### src/rtl/ram_pkg.sv
// Shared definitions for the 1024x32 block RAM and every client that talks to it.
package ram_pkg;

  localparam int RAM_ADDR_W = 10;
  localparam int RAM_DATA_W = 32;

  localparam logic [3:0] CTRL_IDLE = 4'b0001;
  localparam logic [3:0] CTRL_WR   = 4'b0010;
  localparam logic [3:0] CTRL_RD   = 4'b0100;
  localparam logic [3:0] CTRL_RESP = 4'b1000;

  typedef enum logic [3:0] {
    ST_IDLE = CTRL_IDLE,
    ST_WR   = CTRL_WR,
    ST_RD   = CTRL_RD,
    ST_RESP = CTRL_RESP
  } ctrl_state_e;

endpackage

### src/rtl/bram_port_ctrl.sv
// Single-port BRAM access controller: one request at a time, counts out the
// BRAM read latency and returns read data over a valid/ready channel.
module bram_port_ctrl
  import ram_pkg::*;
#(
  parameter int ADDR_W = RAM_ADDR_W,
  parameter int DATA_W = RAM_DATA_W,
  parameter int RD_LAT = 2
) (
  input  logic              clk,
  input  logic              rstn,
  input  logic              req_valid,
  output logic              req_ready,
  input  logic              req_we,
  input  logic [ADDR_W-1:0] req_addr,
  input  logic [DATA_W-1:0] req_wdata,
  output logic              resp_valid,
  input  logic              resp_ready,
  output logic [DATA_W-1:0] resp_rdata,
  output logic [ADDR_W-1:0] bram_addr,
  output logic [DATA_W-1:0] bram_din,
  output logic              bram_we,
  input  logic [DATA_W-1:0] bram_dout
);

  // Latency is at most 7, so a 3-bit counter reaches every legal target.
  localparam logic [2:0] RD_LAT_C = 3'(RD_LAT);

  ctrl_state_e       state_q;
  logic [2:0]        cnt_q;
  logic [ADDR_W-1:0] bram_addr_q;
  logic [DATA_W-1:0] bram_din_q;
  logic              bram_we_q;
  logic              resp_valid_q;
  logic [DATA_W-1:0] resp_rdata_q;

  // Ready only in IDLE and never while reset is asserted; independent of req_valid.
  assign req_ready = (state_q == ST_IDLE) && rstn;

  assign bram_addr  = bram_addr_q;
  assign bram_din   = bram_din_q;
  assign bram_we    = bram_we_q;
  assign resp_valid = resp_valid_q;
  assign resp_rdata = resp_rdata_q;

  // Request FSM, latency counter and all registered outputs.
  always_ff @(posedge clk) begin
    if (!rstn) begin
      state_q      <= ST_IDLE;
      cnt_q        <= '0;
      bram_addr_q  <= '0;
      bram_din_q   <= '0;
      bram_we_q    <= 1'b0;
      resp_valid_q <= 1'b0;
      resp_rdata_q <= '0;
    end else begin
      case (state_q)
        ST_IDLE: begin
          if (req_valid) begin
            bram_addr_q <= req_addr;
            if (req_we) begin
              bram_din_q <= req_wdata;
              bram_we_q  <= 1'b1;
              state_q    <= ST_WR;
            end else begin
              bram_we_q <= 1'b0;
              cnt_q     <= '0;
              state_q   <= ST_RD;
            end
          end
        end
        ST_WR: begin
          bram_we_q <= 1'b0;
          state_q   <= ST_IDLE;
        end
        ST_RD: begin
          cnt_q <= cnt_q + 3'd1;
          if (cnt_q == RD_LAT_C) begin
            resp_rdata_q <= bram_dout;
            resp_valid_q <= 1'b1;
            state_q      <= ST_RESP;
          end
        end
        ST_RESP: begin
          if (resp_ready) begin
            resp_valid_q <= 1'b0;
            state_q      <= ST_IDLE;
          end
        end
        default: begin
          bram_we_q    <= 1'b0;
          resp_valid_q <= 1'b0;
          state_q      <= ST_IDLE;
        end
      endcase
    end
  end

endmodule

### config.mk
export PLATFORM = sky130hd
export DESIGN_NAME = bram_port_ctrl
export DESIGN_NICKNAME = d
export VERILOG_FILES = /design/src/rtl/ram_pkg.sv /design/src/rtl/bram_port_ctrl.sv
export SDC_FILE = /design/constraint.sdc
export NUM_CORES = 1
export LEC_CHECK = 0
export CAP_MARGIN = 20
export CORE_MARGIN = 2
export CORE_UTILIZATION = 40
export DETAILED_ROUTE_END_ITERATION = 7
export HOLD_SLACK_MARGIN = 0.03
export MAX_ROUTING_LAYER = met4
export PLACE_DENSITY = 0.86
export SLEW_MARGIN = 25
export SYNTH_ARGS = -nofsm -noshare
export SYNTH_HDL_FRONTEND = slang
export SYNTH_SLANG_ARGS = --single-unit
export TNS_END_PERCENT = 10
### constraint.sdc
create_clock -name clk -period 4.85 [get_ports clk]
set_clock_uncertainty 0.15 [all_clocks]
set_input_delay 0.97 -clock clk [delete_from_list [all_inputs] [get_ports clk]]
set_output_delay 0.97 -clock clk [all_outputs]
set_load 0.02 [all_outputs]
### Word-level counts from Yosys, hierarchy flattened

Index checks and enable logic that the tools add are counted.

| storage, ports and cells | value |
|---|---|
| register bits | 83 |

| operators by class | value |
|---|---|
| muxes and demuxes | 14 |
| equal/unequal tests | 9 |
| reduce and logical (&&, ||, !) cells | 11 |
| bitwise operators | 2 |
| $add $sub $neg | 1 |

Operators by type and width:

| cell | count |
|---|---|
| $mux W4 | 3 |
| $pmux W4 S3 | 1 |
| $reduce_and A3 Y1 | 4 |
| $mux W3 | 3 |
| $ne A2 B2 Y1 const B | 4 |
| $pmux W3 S2 | 1 |
| $reduce_and A2 Y1 | 3 |
| $eq A4 B1 Y1 const B | 1 |
| $eq A4 B2 Y1 const B | 1 |
| $eq A4 B3 Y1 const B | 1 |
| $eq A4 B4 Y1 const B | 1 |
| $mux W1 | 4 |
| $reduce_or A2 Y1 | 2 |
| $add A3 B1 Y3 const B | 1 |
| $eq A3 B2 Y1 const B | 1 |
| $pmux W1 S3 | 1 |
| $not A1 Y1 | 2 |
| $pmux W1 S2 | 1 |
| $reduce_bool A2 Y1 | 1 |
| $logic_and A1 B1 Y1 | 1 |

### Longest topological paths before layout

| depth | value |
|---|---|
| depth in word-level cells | 4 |
| gate-level depth with buffers | 8 |

### Worst setup path before layout

No wires, ideal clock.

| timing path | value |
|---|---|
| path kind | input to output |
| from | in rstn |
| to | out req_ready |
| path slack | 2.204 ns |
| cell stages on the path | 3 |
| arrival | 1.526 ns |
| path buffers | 2 |
| cells stage by stage | buf_6 -> clkbuf_1 -> and2_1 |

| on the way | value |
|---|---|
| word-level cells in the longest chain between the ends | 1 |

Ends and longest elaborated chain:

| what | line | RTL |
|---|---|---|
| start, declared | bram_port_ctrl.sv:11 | `input logic rstn,` |
| $logic_and A1 B1 Y1 | bram_port_ctrl.sv:38 | `assign req_ready = (state_q == ST_IDLE) && rstn;` |
| end, declared | bram_port_ctrl.sv:13 | `output logic req_ready,` |

No other way between the ends.

### Worst setup path in the final report

| timing path | value |
|---|---|
| from | reg state_q[0] |
| to | out req_ready |

| on the way | value |
|---|---|
| word-level cells in the longest chain between the ends | 2 |

Ends and longest elaborated chain:

| what | line | RTL |
|---|---|---|
| start, declared | bram_port_ctrl.sv:29 | `ctrl_state_e state_q;` |
| start signal, assigned | bram_port_ctrl.sv:49 | `state_q <= ST_IDLE;` |
| start signal, assigned | bram_port_ctrl.sv:64 | `state_q <= ST_WR;` |
| start signal, assigned | bram_port_ctrl.sv:68 | `state_q <= ST_RD;` |
| $eq A4 B1 Y1 | bram_port_ctrl.sv:38 |  |
| $logic_and A1 B1 Y1 | bram_port_ctrl.sv:38 |  |

No other way between the ends.

==> run metrics <==
CTS tree=yes; RSZ-0062 raised after global routing=false; I/O Buffers=155; syn avg cell area=9.16 sq um; Clk Latency, worst-skew pair=0.34 ns; Detailed Place HPWL=6020 um; Worst setup SP type=flop; syn_nets=469; gr ovfl total=0; Mapped Cells=388; Final setup viols=0; min cycle time layout=3.24 ns; pwr dens=269 mW/mm^2; Synth cell types=34; Hold Fails Final Rpt=0; synth warn=0; P_leak=0.00191 uW; placed cells=619; Pre-antenna DRT Iters=4; Worst R2R Path Depth=4; CP cell instances=nor4b_4 -> and2_1 -> clkdlybuf4s50_1; grt met1 use=20.8%; Max clock buf depth=2; M3 GR Usage=7.66%; antenna fix cells=0; Final Max Slew Viols=0; vias per inst=4.92; register area share after synthesis=46.8%; final core utilization=59.5%; post-route setup TNS=0 ns; largest net degree at the start of global routing=118; Synth async-reset ratio=0%; DR vias=3125; max cap viols=0; ys flop type=dfxtp_1; routing usage on met2=30.3%; die area=0.00965 sq mm; hold buffer count at CTS=0; Reg2Reg Setup Slack=2.52 ns; initial antenna violation count=0; post-CTS sizing=0; post-CTS repair timing setup buffer count=0; DR iter-0 viols=84; slowest CP cell=clkdlybuf4s50_1; largest delay contributor family on the critical path=simple AND/OR/NAND/NOR gates; fin crit share=66.8%; Worst R2R End=resp_rdata[0]; Mapped Area=0.00355 sq mm; worst-path fanout max=9; flops & latches, synth=83; WP buf/inv=1; CTS buffer count=9; CTS Sinks=83; GPL Wtd Cong=0.741; Peak supply drop=163 uV; WP data arrival=2.12 ns; Max Freq=308 MHz; worst r2r src=state_q[2]; Die Ht=98.3 um; min-delay src=bram_din[17]; global-route wire length before repair=14200 um; Worst Setup End Kind=primary output; I/O Pins=156; routed len/inst=13.7 um; Hold Path Sink=bram_din[17]; GRT Max-Usage Layer=met2; area leader, netlist=dfxtp_1; num rows=34; Synth top area share=46.8%; Area contributors post-synth=dfxtp_1, nand2_1, a21boi_2, nand3_1, nand2_2; Worst Hold Class=reg2reg; DRC errors left=0; vias in the first global route=3161; fin cells=635; Max transition margin=36.3%; clk root buf=clkbuf_8; total wire length=8680 um; core area=0.00868 sq mm; Area growth syn-to-layout=45.2%; critical path class=reg2out; ANT nets after route=0; top-count cell post-synth=nand2_1; commonest cells in the netlist=nand2_1, dfxtp_1, nand3_1; Total Routing Usage GR=18.4%; outcome=finished, final reports clean; share of layout cells above drive strength 1=16.1%; H-tree depth=3; number of flops mapped to enable cells by yosys=0; Die W=98.3 um; Reg clk slew, reported paths=0.09 ns; Slew @ Worst Pin=0.956 ns; WP depth=3; nets@finish=603; Initial Util=40.9%; Worst Hold Path Cells=2; CP required=3.73 ns; Max stage delay on crit path=0.60 ns
-- flip-flops by register name (all words and copies together), names as in the netlist --
| name | cells |
|---|---|
| bram_din | 32 |
| resp_rdata | 32 |
| bram_addr | 10 |
| state_q | 4 |
| cnt_q | 3 |
| bram_we | 1 |
| resp_valid | 1 |
-- worst max path at each step --
stage	startpoint	to
global route	state_q[0]	req_ready
finish	state_q[0]	req_ready
global placement	req_valid	bram_din[21]
detailed placement	rstn	req_ready
floorplan	rstn	req_ready
CTS	state_q[0]	req_ready
-- area by class of cell --
class	instances	area [sq um]
flip-flops and latches	83	1660
well taps	108	135
multi-input cells	269	1610
inverters	3	11.3
clock buffers	10	138
clock inverters	6	48.8
repair buffers	156	1560
fillers	755	3520
-- routing by layer --
layer / share of wire, % / vias up
met5: 0 / -
met4: 0.86 / 0
met3: 9.9 / 7
met2: 46 / 123
met1: 43 / 1445
li1: - / 1550
-- cells by family after synthesis --
logic type | count (synthesis) | synth area share [%]
AO/OA/AOI/OAI | 55 | 14.4
XOR/XNOR | 1 | 0.247
adder cells (fa/ha/maj) | 2 | 0.704
buffers and inverters | 36 | 8.27
flip-flops | 83 | 46.8
multiplexers | 1 | 0.317
AND/OR/NAND/NOR | 210 | 29.3
-- stage by stage --
step / area (sq um) / total power (uW) / worst slack, ns / hold slack (ns)
detailed placement: 4970 / 937 / 1.90 / 0.293
CTS: 5160 / 1400 / 1.59 / 0.308
floorplan: 3550 / 825 / 2.20 / 0.300
global route: 5160 / 1450 / 1.47 / 0.325
global placement: 4960 / 932 / 1.81 / 0.285
finish: 5160 / 1390 / 1.61 / 0.302
-- report_power, final --
group	leakage (uW)	total [uW]	switching [uW]	internal [uW]
combinational	0.00115	204	90.6	113
sequential	0.000674	717	14.4	702
clock	0.0000855	466	261	205
-- cell usage in the layout (no fill, tap or decap), types with 4 or more instances in the layout --
| master | n |
|---|---|
| nand2_1 | 90 |
| and2_1 | 4 |
| clkdlybuf4s50_1 | 154 |
| a21boi_0 | 12 |
| o21ai_0 | 6 |
| dfxtp_1 | 83 |
| a21boi_2 | 30 |
| clkbuf_8 | 10 |
| nand2_2 | 31 |
| nand3_1 | 66 |
-- worst min-delay path: stages, from the launching register on --
cell     delay, ns
dfxtp_1       0.32
nand3_1       0.06
nand2_1       0.04
Note: power is estimated with default switching activity, not from simulation.
